## src/rtl/uart_recv.sv

```systemverilog
// uart_recv -- receive side of the 8N1 serial link.
//
// Recovers 1 start bit, 8 data bits (LSB first) and 1 stop bit from din.
// Each bit is sampled once, at its centre, by a period counter that is
// aligned to the falling edge of the start bit.
//
// Ports
//   clk        system clock
//   rst        asynchronous, active-high reset
//   din        serial line, idle high
//   data       last correctly received byte (LSB = first data bit)
//   valid      one-cycle pulse: data has just been updated
//   frame_err  one-cycle pulse: stop bit sampled low, byte discarded
//   busy       high while a frame is in progress (state != IDLE)
//
// Parameters
//   BIT_CYCLES clk cycles per serial bit (even, >= 4)
//   CNT_W      period counter width, 2**CNT_W > BIT_CYCLES
module uart_recv #(
  parameter int BIT_CYCLES = 16,
  parameter int CNT_W      = 8
) (
  input  logic       clk,
  input  logic       rst,
  input  logic       din,
  output logic [7:0] data,
  output logic       valid,
  output logic       frame_err,
  output logic       busy
);

  if (BIT_CYCLES < 4 || (BIT_CYCLES % 2) != 0) begin : g_bad_bit_cycles
    $error("uart_recv: BIT_CYCLES must be even and >= 4");
  end
  if ((2 ** CNT_W) <= BIT_CYCLES) begin : g_bad_cnt_w
    $error("uart_recv: CNT_W too narrow for BIT_CYCLES");
  end

  localparam logic [CNT_W-1:0] HALF_M1 = CNT_W'(BIT_CYCLES / 2 - 1);
  localparam logic [CNT_W-1:0] FULL_M1 = CNT_W'(BIT_CYCLES - 1);
  localparam logic [CNT_W-1:0] CNT_ONE = CNT_W'(1);

  typedef enum logic [1:0] {IDLE, START, DATA, STOP} state_t;

  state_t           state;
  logic [CNT_W-1:0] cnt;
  logic [2:0]       bit_cnt;
  logic [7:0]       shreg;

  // Synchronizer plus edge-detect flop, all resetting to the idle level.
  logic sync1, s, s_d;

  // The synchronizer resets to 1, so right after reset its contents do not
  // reflect din. fill_pipe marks when s carries a real sample; armed is set
  // only once a real high level has been seen. Without this, a line held low
  // through reset would look like a falling edge as soon as the reset
  // values drained out of the synchronizer.
  logic [1:0] fill_pipe;
  logic       armed;
  logic       start_edge;

  always_ff @(posedge clk or posedge rst) begin
    if (rst) begin
      sync1 <= 1'b1;
      s     <= 1'b1;
      s_d   <= 1'b1;
    end else begin
      sync1 <= din;
      s     <= sync1;
      s_d   <= s;
    end
  end

  always_ff @(posedge clk or posedge rst) begin
    if (rst) begin
      fill_pipe <= 2'b00;
      armed     <= 1'b0;
    end else begin
      fill_pipe <= {fill_pipe[0], 1'b1};
      if (fill_pipe[1] && s) armed <= 1'b1;
    end
  end

  assign start_edge = armed && s_d && !s;

  // Receive FSM. valid / frame_err default low every cycle so they can only
  // ever be single-cycle pulses; busy drops in the same cycle they rise.
  always_ff @(posedge clk or posedge rst) begin
    if (rst) begin
      state     <= IDLE;
      cnt       <= '0;
      bit_cnt   <= '0;
      shreg     <= '0;
      data      <= '0;
      valid     <= 1'b0;
      frame_err <= 1'b0;
      busy      <= 1'b0;
    end else begin
      valid     <= 1'b0;
      frame_err <= 1'b0;
      case (state)
        IDLE: begin
          if (start_edge) begin
            state <= START;
            cnt   <= '0;
            busy  <= 1'b1;
          end
        end

        // Wait to the middle of the start bit; a high level there means the
        // falling edge was only a glitch.
        START: begin
          if (cnt == HALF_M1) begin
            cnt <= '0;
            if (s) begin
              state <= IDLE;
              busy  <= 1'b0;
            end else begin
              state   <= DATA;
              bit_cnt <= '0;
            end
          end else begin
            cnt <= cnt + CNT_ONE;
          end
        end

        // From the start-bit centre, one full period lands on each data
        // bit centre.
        DATA: begin
          if (cnt == FULL_M1) begin
            cnt            <= '0;
            shreg[bit_cnt] <= s;
            bit_cnt        <= bit_cnt + 3'd1;
            if (bit_cnt == 3'd7) state <= STOP;
          end else begin
            cnt <= cnt + CNT_ONE;
          end
        end

        // Returning to IDLE at the stop-bit centre lets a back-to-back start
        // edge be caught at the end of the stop bit.
        STOP: begin
          if (cnt == FULL_M1) begin
            cnt   <= '0;
            state <= IDLE;
            busy  <= 1'b0;
            if (s) begin
              data  <= shreg;
              valid <= 1'b1;
            end else begin
              frame_err <= 1'b1;
            end
          end else begin
            cnt <= cnt + CNT_ONE;
          end
        end

        default: begin
          state <= IDLE;
          busy  <= 1'b0;
          cnt   <= '0;
        end
      endcase
    end
  end

endmodule

```

## config.mk

```make
export PLATFORM = sky130hd
export DESIGN_NAME = uart_recv
export DESIGN_NICKNAME = d
export VERILOG_FILES = /design/src/rtl/uart_recv.sv
export SDC_FILE = /design/constraint.sdc
export NUM_CORES = 1
export LEC_CHECK = 0
export ABC_AREA = 1
export ABC_CLOCK_PERIOD_IN_PS = 4019
export BUFFER_PORTS_ARGS = -buffer_cell sky130_fd_sc_hd__buf_2
export CORE_MARGIN = 2
export CORE_UTILIZATION = 47
export DETAILED_ROUTE_END_ITERATION = 8
export GPL_ROUTABILITY_DRIVEN = 1
export PLACE_DENSITY = 0.7
export SLEW_MARGIN = 20
export SYNTH_ARGS = -nofsm -noshare
export SYNTH_HDL_FRONTEND = slang
export SYNTH_SLANG_ARGS = --single-unit
```

## constraint.sdc

```tcl
create_clock -name clk -period 4.02 [get_ports clk]
set_input_delay 0.201 -clock clk [delete_from_list [all_inputs] [get_ports clk]]
set_output_delay 0.201 -clock clk [all_outputs]
set_load 0.005 [all_outputs]
```

==> results.toml <==
[critical_path]
cp.arrival_ps = 1920
r2r-end = "data[4]"
reg2regPathDepth = 6
cp.required_ps = 4260
worstSetupEndpointType = "flip-flop"
critPathLaunchType = "flip-flop"
path_max_fanout = 11
r2r_slack_ps = 2340
startpoint = "cnt[0]"
endpoint = "data[4]"
crit_type = "reg2reg"
r2r_start = "cnt[0]"

[global_routing]
overflow = 0
grt_pass1_vias = 1270
antenna_found_initial = 0
grt_max_degree = 21
grt_pass1_wl_microns = 5600
track_usage = 0.174

[floorplan]
die-area_sq_um = 4130
io_pins = 14
dieWidth_microns = 64.3
start_util = 0.500
coreArea_sq_um = 3420
die_h_microns = 64.3
rows = 21

[cells_and_area]
layout-drive-gt1-share = 0.144
layoutNonFillerInstCount = 268
antenna_cells = 0
syn_to_final_growth_pct = 13.0
fin_nets = 227

[clock_network]
clk_path_buf_depth = 2
cts_resized = 0
cts_setup_buffers = 0
cts_hold_buf = 2
cts_max_level = 2
root_buffer = "clkbuf_4"
cts_tree = "built"
clkSlewWorstSetupHoldPaths_ps = 120
clkSinkCount = 38
cts_buffers = 5
insertion_delay_ps = 360

[timing]
finalMaxSlewViolations = 0
setup-violations-final = 0
fin_crit_ps = 1680
final.setup_skew_ps = 22.0
setup_tns_ps = 0
rsz0062_at_grt = "false"
fmax_mhz = 596
hold_viol_final = 0
worstMarginPinSlew_ps = 744
relSlewSlack = 0.503
timing.final.crit_share = 0.418

[detailed_routing]
routed_wl_microns = 3020
ant_nets = 0
drtPass1Iterations = 5
drt-vias-per-instance = 4.83
drc = 0
vias = 1294
wl_per_cell_microns = 11.3
initialDrtViolationCount = 49

[outcome]
outcome = "completed"

[yosys]
synthAdderAreaFrac = 0.0220
synth_top_family_by_area = "simple AND/OR/NAND/NOR gates"
synthTopCellsByCount = "nand2_1 (62), dfrtp_1 (35), inv_1 (23)"
synth-xor-area-share = 0.0103
ys_types = 21
synth_compound_area_frac = 0.0865
async_flop_share = 1.00
ys_warn_count = 0
synth_fp_nets = 206
synth-seq-cells = 38
synth-simple-area-share = 0.263
synth-edff-count = 0
yosys-top-cells-area = "dfrtp_1 (51%), nand2_1 (14%), inv_1 (5.1%), dfstp_2 (4.6%), o21ai_0 (4.4%)"
synth_ff_type = "dfrtp_1"
avgSynthCellArea_sq_um = 8.53
ys_seq_area_frac = 0.559
yosys.area.top_type = "dfrtp_1"
syn_area_sq_um = 1710
synth_cells = 200
yosysMostFrequentCell = "nand2_1"
synth_top_cell_area_share = 0.513
synthMuxAreaShare = 0

[placed_design]
gp_congestion = 0.815
portBuffers = 13
dp_hpwl_microns = 2210
dp.cells = 258

[job]
cap_violations = 0

[pwr]
power_density_nw_per_um2 = 520
ir_worst_vdd_v = 0.000232
total_leakage_power_uw = 0.000970

[min_path]
hold_path.class = "reg2reg"
==> how the worst min path moves through the flow <==
stage / startpoint / endpoint / slack [ps] / cells past startpoint
after floorplan: din / sync1 / 210 / 0
after global placement: din / sync1 / 310 / 1
after detailed placement: din / sync1 / 310 / 1
after CTS: sync1 / s / 360 / 0
after global routing: fill_pipe[0] / fill_pipe[1] / 370 / 0
final: fill_pipe[0] / fill_pipe[1] / 360 / 0
==> power by group <==
part / total [uW] / switching (uW) / internal [uW] / leakage (uW)
logic: 260 / 175 / 85.1 / 0.000433
clock network: 266 / 135 / 131 / 0.0000374
registers: 478 / 50.5 / 428 / 0.000500
==> logic make-up after synthesis <==
kind of cell             Yosys count
AND/OR/NAND/NOR                  102
XOR/XNOR                           2
flip-flops                        38
AO/OA/AOI/OAI                     29
buffers and inverters             25
adder cells (fa/ha/maj)            3
other                              1
==> metrics by stage <==
step / total power [uW] / area (sq um) / hold WS, ps / utilization / setup WS, ps
after global routing: 1080 / 1930 / 367 / 0.565 / 2140
after global placement: 739 / 1830 / 306 / 0.535 / 2400
after detailed placement: 747 / 1830 / 308 / 0.535 / 2310
final: 1000 / 1930 / 360 / 0.565 / 2340
after CTS: 1010 / 1930 / 364 / 0.565 / 2290
after floorplan: 682 / 1710 / 205 / - / 2620
==> state kept, by name (all words and copies together) (netlist names), named ones only <==
name       flops
armed          1
bit_cnt        3
busy           1
cnt            8
data           8
fill_pipe      2
frame_err      1
s              1
s_d            1
shreg          8
state          1
sync1          1
valid          1
==> cell type report <==
| type | count | area [sq um] |
|---|---|---|
| clock buffers | 5 | 37.5 |
| clock inverters | 3 | 45.0 |
| fillers | 333 | 1490 |
| inverters | 23 | 86.3 |
| multi-input cells | 137 | 656 |
| flip-flops and latches | 38 | 955 |
| well taps | 46 | 57.6 |
| repair buffers | 16 | 92.6 |
==> routing by layer <==
metal  up-vias  track usage  share of wire
li1        673            -              -
met1       591        0.240           0.52
met2        23        0.268           0.42
met3         7       0.0370          0.039
met4         0       0.0718          0.020
met5         -            0              0
==> layout by cell type (no fill, tap or decap), types with 4 or more instances in the layout <==
cell type	n
nand2_1	62
dfrtp_1	35
inv_1	23
nor2_1	18
o21ai_0	15
buf_2	13
nand3_1	9
o21ai_1	9
clkbuf_4	5
nor2_4	4
a21oi_1	4
==> critical path, stage by stage (launching register included) <==
cell and delay [ps]:
dfrtp_1 410, ha_1 240, nand3_2 150, nor2_4 230, nand3_1 340, nand2_1 160, nand2_1 60
Note: power is estimated with default switching activity, not from simulation.
